### src/rtl/pattern_sequencer.sv
// pattern_sequencer: per-channel responder for the note-pattern handshake.
// Each i_enable strobe fetches the next entry from a synchronous pattern ROM,
// decodes {END, REST, pitch, duration} and returns it with a one-cycle o_valid.
// Build option: define PATTERN_SEQUENCER_LOOP_EN to make END entries jump to
// i_loop_addr; without it an END entry halts the sequencer.
module pattern_sequencer #(
  parameter int ADDR_WIDTH     = 6,
  parameter int PITCH_WIDTH    = 6,
  parameter int DURATION_WIDTH = 8
) (
  input  logic                                  i_clk,
  input  logic                                  i_rst_n,
  input  logic                                  i_enable,
  input  logic                                  i_restart,
  input  logic [ADDR_WIDTH-1:0]                 i_start_addr,
  input  logic [ADDR_WIDTH-1:0]                 i_loop_addr,
  output logic                                  o_valid,
  output logic [PITCH_WIDTH-1:0]                o_pitch,
  output logic [DURATION_WIDTH-1:0]             o_duration,
  output logic                                  o_rest,
  output logic                                  o_halted,
  output logic                                  o_busy,
  output logic                                  o_rom_en,
  output logic [ADDR_WIDTH-1:0]                 o_rom_addr,
  input  logic [2+PITCH_WIDTH+DURATION_WIDTH-1:0] i_rom_data
);

  localparam int ENTRY_WIDTH = 2 + PITCH_WIDTH + DURATION_WIDTH;

  localparam logic [1:0] IDLE       = 2'd0;
  localparam logic [1:0] FETCH      = 2'd1;
  localparam logic [1:0] WAIT       = 2'd2;
  localparam logic [1:0] DECODE_END = 2'd3;

  logic [1:0]            state;
  logic [ADDR_WIDTH-1:0] ptr;

  // Field split of the ROM word, MSB first: END, REST, pitch, duration.
  logic                      entry_end;
  logic                      entry_rest;
  logic [PITCH_WIDTH-1:0]    entry_pitch;
  logic [DURATION_WIDTH-1:0] entry_duration;

  assign entry_end      = i_rom_data[ENTRY_WIDTH-1];
  assign entry_rest     = i_rom_data[ENTRY_WIDTH-2];
  assign entry_pitch    = i_rom_data[DURATION_WIDTH +: PITCH_WIDTH];
  assign entry_duration = i_rom_data[DURATION_WIDTH-1:0];

  // ROM port and busy flag are decoded straight from state/pointer so the
  // read is issued in the FETCH cycle itself.
  assign o_rom_en   = (state == FETCH);
  assign o_rom_addr = ptr;
  assign o_busy     = (state != IDLE);

`ifdef PATTERN_SEQUENCER_LOOP_EN
  // Set once the current request has already followed one END redirect, so a
  // second END (END at the loop target) halts instead of looping forever.
  logic end_seen;
`else
  logic unused_loop_addr;
  assign unused_loop_addr = ^i_loop_addr;
`endif

  // Request FSM, read pointer and registered note outputs.
  always_ff @(posedge i_clk or negedge i_rst_n) begin
    if (!i_rst_n) begin
      state      <= IDLE;
      ptr        <= '0;
      o_valid    <= 1'b0;
      o_pitch    <= '0;
      o_duration <= '0;
      o_rest     <= 1'b0;
      o_halted   <= 1'b0;
`ifdef PATTERN_SEQUENCER_LOOP_EN
      end_seen   <= 1'b0;
`endif
    end else begin
      // NOTE: non-blocking assignments throughout, so every branch below sees
      // the pre-edge values of state/ptr regardless of statement order.
      // NOTE: o_valid defaults low each cycle; branches only raise it, which
      // makes it a guaranteed single-cycle pulse.
      o_valid <= 1'b0;
      if (i_restart) begin
        // Restart wins over everything, including a same-cycle enable and any
        // fetch in flight (its data is simply never reported).
        ptr      <= i_start_addr;
        o_halted <= 1'b0;
        state    <= IDLE;
      end else begin
        case (state)
          IDLE: begin
            if (i_enable) begin
              if (o_halted) begin
                // Halted: answer immediately with a silent zero-length note.
                o_valid    <= 1'b1;
                o_rest     <= 1'b1;
                o_duration <= '0;
              end else begin
                state <= FETCH;
`ifdef PATTERN_SEQUENCER_LOOP_EN
                end_seen <= 1'b0;
`endif
              end
            end
          end
          FETCH: state <= WAIT;
          WAIT: begin
            if (!entry_end) begin
              o_valid    <= 1'b1;
              o_pitch    <= entry_pitch;
              o_duration <= entry_duration;
              o_rest     <= entry_rest;
              ptr        <= ptr + ADDR_WIDTH'(1);
              state      <= IDLE;
`ifdef PATTERN_SEQUENCER_LOOP_EN
            end else if (!end_seen) begin
              end_seen <= 1'b1;
              state    <= DECODE_END;
`endif
            end else begin
              // Terminal END: stop here, pitch left as last played.
              o_halted   <= 1'b1;
              o_valid    <= 1'b1;
              o_rest     <= 1'b1;
              o_duration <= '0;
              state      <= IDLE;
            end
          end
`ifdef PATTERN_SEQUENCER_LOOP_EN
          DECODE_END: begin
            ptr   <= i_loop_addr;
            state <= FETCH;
          end
`endif
          default: state <= IDLE;
        endcase
      end
    end
  end

endmodule

### config.mk
export PLATFORM = sky130hd
export DESIGN_NAME = pattern_sequencer
export DESIGN_NICKNAME = d
export VERILOG_FILES = /design/src/rtl/pattern_sequencer.sv
export SDC_FILE = /design/constraint.sdc
export NUM_CORES = 1
export LEC_CHECK = 0
export ABC_AREA = 1
export CORE_AREA = 2 2 61 63
export CTS_CLUSTER_SIZE = 20
export DETAILED_ROUTE_END_ITERATION = 8
export DIE_AREA = 0 0 63 65
export PLACE_DENSITY = 0.73
export SYNTH_ARGS = -nofsm -noshare
export SYNTH_HDL_FRONTEND = slang
export SYNTH_SLANG_ARGS = --single-unit
### constraint.sdc
create_clock -name i_clk -period 1 [get_ports i_clk]
set_input_delay 0.2 -clock i_clk [delete_from_list [all_inputs] [get_ports i_clk]]
set_output_delay 0.2 -clock i_clk [all_outputs]
set_load 0.1 [all_outputs]
==> flow_summary.json, run 1 <==
{
  "drtIter0Drc": 52,
  "vias": 1337,
  "place_ws_ps": -423,
  "final.setup_skew_ps": 4.85,
  "p_leak_nw": 1.16,
  "cellPowerDensity_nw_per_um2": 1450,
  "power.internal_mw": 2.17,
  "tns_ps": -10290,
  "die_w_microns": 63,
  "drive_above_1_share_pct": 66.2,
  "rsz0062_at_grt": "yes",
  "worst_pin_slew_ps": 238,
  "syn_nets": 173,
  "ys_types": 21,
  "grt_pass1_wl_mm": 6.39,
  "p_clk_share_pct": 12.1,
  "status": "finished, violations left",
  "place_inst": 247,
  "maxSlewViolCount": 0,
  "cp.required_ps": 800,
  "wl_per_cell_microns": 16.1,
  "final_area_sq_um": 2710,
  "worstSkewPairLatency_ps": 330,
  "die_h_microns": 65,
  "synth_top_cell_by_area": "dfrtp_1",
  "path_cells": "buf_6 > nor2_4 > buf_12",
  "n_antenna_cell": 0,
  "violations": "setup timing",
  "final_common_cell": "nand2_1",
  "cts_hold_buf": 0,
  "postRouteAntennaNets": 0,
  "irDropWorstVdd_v": 0.000669,
  "core_sq_um": 3500,
  "end_kind": "output port",
  "cp_top_family": "flip-flops",
  "hold_path_class": "primary input to asynchronous set/reset pin",
  "synth-seq-cells": 25,
  "final.fill_count": 210,
  "ys_seq_area_share_pct": 51.8,
  "grtUsageTotal_pct": 20.5,
  "cts-buffers-inserted": 3,
  "gp_congestion": 0.857,
  "crit_path_max_fanout": 3,
  "drc": 0,
  "startpoint": "state[1]",
  "setup_ws_ps": -402,
  "arrival_ps": 1200,
  "antenna_found_initial": 0,
  "first_pass_iters": 4,
  "p_sw_share_pct": 44.9,
  "dp_hpwl_mm": 2.57,
  "utilization_pct": 77.6,
  "cap_violations": 0,
  "synthDominantCellAreaShare_pct": 51.8,
  "slowest_stage": "dfrtp_2",
  "power.total_mw": 3.94,
  "areaGrowthSynthToFinish_pct": 125,
  "grt_pass1_vias": 1340,
  "final_cells": 276,
  "ys_top_cells_by_area": "dfrtp_1 (52%), nand2_1 (17%), o21ai_2 (6.5%)",
  "cts-root-buf": "clkbuf_4",
  "switchingPower_mw": 1.77,
  "r2r_slack_ps": -270,
  "rr_startpoint": "state[0]",
  "critPathLaunchType": "flop",
  "nNetsFinal": 262,
  "cts.sinks": 25,
  "hold_viol": 0,
  "via_per_inst": 4.84,
  "synth_warnings": 0,
  "finalCritPeriodShare_pct": 140,
  "port_buffers": 50,
  "max_stage_delay_ps": 440,
  "syn_area_sq_um": 1210,
  "die_area_sq_um": 4100,
  "clock_path_buffers": 2,
  "setup_viol": 48,
  "drt-total-wl_mm": 4.46,
  "cts_tree": "built",
  "avgSynthCellArea_sq_um": 8.62,
  "clkSlewWorstSetupHoldPaths_ps": 140,
  "holdWs_ps": 207,
  "syn_inst": 140,
  "slew_headroom_pct": 84.1,
  "crit_buf_inv": 2,
  "path_class": "flop to output port",
  "cts_htree_levels": 1,
  "fmax_mhz": 713,
  "combPwrFrac_pct": 55.1,
  "min_period_ps": 1400,
  "start_util_pct": 34.5,
  "grt_max_degree": 26,
  "layout_common_cells": "nand2_1 (30), buf_12 (28), clkdlybuf4s50_1 (25)",
  "power.sequential.fraction_pct": 32.8,
  "overflow": 0,
  "rows": 22,
  "place_area_sq_um": 2220,
  "io_pins": 57
}
[what timing repair did]
item / 4_1_cts / 5_1_grt
pin swaps: 7 / 13
setup endpoints to repair: 48 / 49
gates cloned: 4 / 0
gates resized for setup: 34 / 32
buffers inserted: 12 / 10
[path summary, 6_finish.rpt]
kind,endpoint,cells past startpoint
setup / recovery,o_rom_en,3
hold / removal,o_valid,2
setup reg to reg,o_duration[2],8
hold reg to reg,o_pitch[2],2
max in group asynchronous,o_halted,2
min in group i_clk,o_pitch[4],3
[area by class of cell]
cell class / count / area (sq um) / area share [%]
timing repair buffer: 83 / 1070 / 39.3
tap: 48 / 60.1 / 2.21
clock buffer: 4 / 26.3 / 0.968
sequential: 25 / 671 / 24.7
multi-input combinational: 104 / 833 / 30.7
inverter: 12 / 57.6 / 2.12
[layer usage]
layer / track usage [%] / wire (microns) / vias to the layer above
li1: - / - / 628
met1: 23.2 / 1660 / 640
met2: 37.6 / 2390 / 56
met3: 3.30 / 241 / 13
met4: 9.72 / 161 / 0
met5: 0 / 0 / -
[cell usage after synthesis]
cell	number
nand2_1	55
dfrtp_1	25
nand3_1	15
inv_1	11
o21ai_2	9
nor2_1	5
nand2_2	3
buf_6	2
nor2_2	2
nor2_4	2
a21boi_0	1
buf_4	1
ha_1	1
inv_4	1
nand2_4	1
nor3_1	1
nor4_1	1
o21a_1	1
o21ai_1	1
o21bai_1	1
xor2_1	1
[power by group through the flow]
stage | Clock [mW] | Sequential, mW | Combinational, mW
floorplan | 0 | 2.11 | 0.282
CTS | 0.472 | 1.29 | 2.02
global route | 0.522 | 1.30 | 2.24
global placement | 0 | 1.33 | 1.84
finish | 0.477 | 1.29 | 2.17
detailed placement | 0 | 1.34 | 1.86
[cell families after synthesis]
| kind of cell | count (synthesis) | share of synthesized area (%) |
|---|---|---|
| flip-flops | 25 | 51.8 |
| XOR/XNOR | 1 | 0.726 |
| adder cells (fa/ha/maj) | 1 | 1.04 |
| AO/OA/AOI/OAI | 13 | 8.81 |
| buffers and inverters | 15 | 6.43 |
| AND/OR/NAND/NOR | 85 | 31.2 |
[state kept, by name, indices dropped and copies added, names as in the netlist]
register    count
state           2
o_duration      8
o_rom_addr      6
o_valid         1
o_pitch         6
o_halted        1
o_rest          1
No activity file was read; power rests on OpenSTA's default activity.
==> run 2: changes to the inputs <==
Settings changed: CORE_AREA 2 2 61 63 to 2 2 56 58, DIE_AREA 0 0 63 65 to 0 0 58 60, PLACE_DENSITY 0.73 to 0.82.
Clock period 1 ns to 1.8 ns, I/O delays scaled along.
==> flow_summary.json, run 2 (same netlist as run 1, synthesis figures left out) <==
{
  "crit_path_max_fanout": 6,
  "wl_per_cell_microns": 13.2,
  "setup_viol": 0,
  "cap_violations": 0,
  "drive_above_1_share_pct": 26.3,
  "drt-total-wl_mm": 2.99,
  "cts-buffers-inserted": 3,
  "overflow": 0,
  "via_per_inst": 4.92,
  "die_w_microns": 58,
  "min_period_ps": 1580,
  "rows": 20,
  "slew_headroom_pct": 78.3,
  "finalCritPeriodShare_pct": 87.7,
  "rsz0062_at_grt": "no",
  "ctsResizeCount": 0,
  "first_pass_iters": 4,
  "cts_htree_levels": 1,
  "final.setup_skew_ps": 3.22,
  "layout_common_cells": "nand2_1 (55), clkdlybuf4s50_1 (25), dfrtp_1 (25), buf_12 (25), nand3_1 (15)",
  "status": "completed",
  "startpoint": "state[0]",
  "place_inst": 223,
  "die_area_sq_um": 3480,
  "cts_hold_buf": 0,
  "maxSlewViolCount": 0,
  "path_class": "flop to output port",
  "fmax_mhz": 633,
  "start_util_pct": 41.6,
  "antenna_found_initial": 0,
  "final_cells": 227,
  "rr_startpoint": "state[0]",
  "end_kind": "output port",
  "hold_viol": 0,
  "grt_pass1_wl_mm": 5.03,
  "critPathLaunchType": "flop",
  "cp.required_ps": 1440,
  "die_h_microns": 60,
  "vias": 1117,
  "drtIter0Drc": 62,
  "utilization_pct": 69.7,
  "cts_tree": "built",
  "drc": 0,
  "grt_pass1_vias": 1159,
  "final_common_cell": "nand2_1",
  "core_sq_um": 2900,
  "gp_congestion": 0.836,
  "holdWs_ps": 377,
  "clock_path_buffers": 2,
  "n_antenna_cell": 0,
  "io_pins": 57,
  "hold_path_class": "primary input to asynchronous set/reset pin",
  "reg2reg_depth": 6,
  "cellPowerDensity_nw_per_um2": 961,
  "grt_max_degree": 26,
  "cts_setup_buffers": 0,
  "areaGrowthSynthToFinish_pct": 67.5,
  "cts-root-buf": "clkbuf_4",
  "irDropWorstVdd_v": 0.000991,
  "clkSlewWorstSetupHoldPaths_ps": 140,
  "cts.sinks": 25,
  "tns_ps": 0,
  "r2r-end": "o_pitch[5]",
  "final_area_sq_um": 2020,
  "regMostFlops": "o_duration",
  "place_area_sq_um": 1990,
  "r2r_slack_ps": 430,
  "postRouteAntennaNets": 0,
  "dp_hpwl_mm": 2.37,
  "worst_pin_slew_ps": 325,
  "worstSkewPairLatency_ps": 310,
  "port_buffers": 50,
  "largest_register_ffs": 8,
  "grtUsageTotal_pct": 19.1,
  "arrival_ps": 1220,
  "p_leak_nw": 0.948,
  "nNetsFinal": 228,
  "endpoint": "o_busy"
}
==> run 2: cell count changes in the layout (fill, tap and decap cells not counted), sizes merged <==
cell | before | now
buf | 58 | 28
nand2 | 62 | 59
clkbuf | 4 | 3
clkinv | 0 | 1
nor2 | 10 | 9
==> run 2: cell type report <==
cell class,instances,area [sq um]
fillers,212,881
repair buffers,53,773
flip-flops and latches,25,626
multi-input cells,100,507
inverters,12,47.5
well taps,33,41.3
clock buffers,3,22.5
clock inverters,1,5.00
==> run 2: layer usage <==
layer	wire length, microns	vias up	track usage [%]
met3	154	6	1.52
met5	0	-	0
met1	1170	512	22.2
met4	66	0	9.30
met2	1600	44	35.2
li1	-	555	-
==> run 2: worst min-delay path by stage <==
stage | endpoint | slack (ps) | cells after the start
4_1_cts | state[1] | 400 | 2
2_1_floorplan | o_duration[0] | 60 | 0
3_5_place_dp | o_pitch[4] | 530 | 2
6_report | state[1] | 380 | 2
3_3_place_gp | o_pitch[2] | 520 | 2
5_1_grt | state[1] | 400 | 2
==> run 2: worst max-delay path, stage by stage (launching register included) <==
cell,delay (ps)
dfrtp_1,380
inv_1,180
nand2_1,150
buf_12,190
==> run 2: power by group <==
part	total, mW	leakage, nW	switching [mW]	internal, mW
combinational	0.980	0.602	0.628	0.352
sequential	0.712	0.328	0.0864	0.626
clock	0.250	0.0177	0.167	0.0831
total	1.94	0.948	0.881	1.06
==> run 2: metrics by stage <==
| step | worst slack (ps) | total power, mW |
|---|---|---|
| final | 221 | 1.94 |
| after global routing | 128 | 2.02 |
| after CTS | 220 | 1.95 |
| after detailed placement | 86.6 | 1.71 |
| after global placement | 167 | 1.69 |
| after floorplan | 126 | 1.28 |
==> run 3: changes to the inputs <==
Clock period 1.8 ns to 2 ns, I/O delays scaled along.
==> flow_summary.json, run 3 (same netlist as run 1, synthesis figures left out) <==
{
  "path_class": "flop to output port",
  "cts_setup_buffers": 0,
  "clock_path_buffers": 2,
  "port_buffers": 50,
  "arrival_ps": 1210,
  "p_clk_share_pct": 13.9,
  "grt_pass1_wl_mm": 4.75,
  "cap_violations": 0,
  "start_util_pct": 41.6,
  "combPwrFrac_pct": 47.2,
  "p_leak_nw": 0.871,
  "p_sw_share_pct": 47.7,
  "irDropWorstVdd_v": 0.000726,
  "first_pass_iters": 2,
  "dp_hpwl_mm": 2.21,
  "drt-total-wl_mm": 2.77,
  "die_area_sq_um": 3480,
  "n_antenna_cell": 0,
  "crit_path_max_fanout": 7,
  "cts-root-buf": "clkbuf_4",
  "dr_wl_met3_microns": 145,
  "power.sequential.fraction_pct": 38.9,
  "postRouteAntennaNets": 0,
  "gp_congestion": 0.827,
  "vias": 1101,
  "nNetsFinal": 228,
  "final.fill_count": 262,
  "cts_hold_buf": 0,
  "layout_common_cells": "nand2_1 (55), clkdlybuf4s50_1 (25), dfrtp_1 (25), buf_4 (25), nand3_1 (15)",
  "die_w_microns": 58,
  "final_common_cell": "nand2_1",
  "hold_viol": 0,
  "cts.sinks": 25,
  "multi_input_area_sq_um": 507,
  "core_sq_um": 2900,
  "finalCritPeriodShare_pct": 80.6,
  "antenna_found_initial": 0,
  "setup_viol": 0,
  "routed.top_layer": "met4",
  "wl_per_cell_microns": 12.2,
  "cts_htree_levels": 1,
  "r2r_slack_ps": 640,
  "clkSlewWorstSetupHoldPaths_ps": 130,
  "critPathLaunchType": "flop",
  "grt_pass1_vias": 1132,
  "io_pins": 57,
  "end_kind": "output port",
  "die_h_microns": 60,
  "worst_pin_slew_ps": 319,
  "max_stage_delay_ps": 520,
  "final.setup_skew_ps": 3.81,
  "slew_headroom_pct": 78.8,
  "worstSkewPairLatency_ps": 300,
  "slowest_stage": "dfrtp_1",
  "regMostFlops": "o_duration",
  "min_period_ps": 1610,
  "cts_tree": "built",
  "tns_ps": 0,
  "grtUsageTotal_pct": 18.0,
  "largest_register_ffs": 8,
  "final_cells": 227,
  "switchingPower_mw": 0.747,
  "cp.required_ps": 1600,
  "register_area_sq_um": 626,
  "power.total_mw": 1.57,
  "path_cells": "inv_1 > nand2_1 > buf_12",
  "cts-buffers-inserted": 3,
  "overflow": 0,
  "ctsResizeCount": 0,
  "drive_above_1_share_pct": 25.8,
  "areaGrowthSynthToFinish_pct": 44.6,
  "wirelength_met1_mm": 1.11,
  "rows": 20,
  "place_inst": 223,
  "drc": 0,
  "cellPowerDensity_nw_per_um2": 898,
  "hold_path_class": "primary input to asynchronous set/reset pin",
  "fmax_mhz": 620,
  "power.internal_mw": 0.820,
  "via_per_inst": 4.85,
  "grt_max_degree": 26,
  "rsz0062_at_grt": "no",
  "met2_length_mm": 1.46,
  "status": "completed",
  "maxSlewViolCount": 0,
  "drtIter0Drc": 35
}
==> run 3: cell count changes in the layout (fill, tap and decap cells not counted) <==
cell,change
clkbuf_1,+1
buf_12,-22
buf_4,+22
clkinv_2,-1
==> run 3: cell type report <==
| cell class | instances | share of cell area (%) |
|---|---|---|
| multi-input cells | 100 | 29.0 |
| flip-flops and latches | 25 | 35.8 |
| repair buffers | 53 | 28.5 |
| clock buffers | 4 | 1.51 |
| well taps | 33 | 2.37 |
| inverters | 12 | 2.72 |
==> run 3: worst max-delay path: cells and delay by family, from the launching register on <==
kind	cells	cell delay [ps]
and+or+nand+nor	1	130
DFF	1	520
buffers and inverters	2	260
==> run 3: routing by layer <==
layer  up-vias  GRT usage [%]
met3         6           2.81
met2        29           32.6
li1        545              -
met5         -              0
met1       521           20.5
met4         0           8.97
==> run 3: worst paths after layout <==
check	startpoint	to	cells past startpoint
max in group asynchronous	i_rst_n	o_duration[6]	2
min in group i_clk	o_pitch[2]	o_pitch[2]	2
min	i_rst_n	state[1]	2
max	state[1]	o_busy	3
min reg2reg	o_pitch[2]	o_pitch[2]	2
max reg2reg	state[0]	o_pitch[3]	6
==> run 3: through the flow <==
step                setup slack, ps  hold slack, ps  area, sq um  util, %
floorplan                       326             104         1210        -
global route                    288             453         1750     60.1
finish                          388             434         1750     60.1
global placement                286             455         1720     59.2
detailed placement              209             464         1720     59.2
CTS                             385             446         1750     60.1
==> run 3: power by group through the flow <==
stage	logic, mW	registers (mW)	clock network (mW)
after global placement	0.736	0.615	0
after floorplan	0.126	1.03	0
after CTS	0.746	0.609	0.221
after global routing	0.775	0.619	0.248
after detailed placement	0.745	0.619	0
final	0.740	0.609	0.217
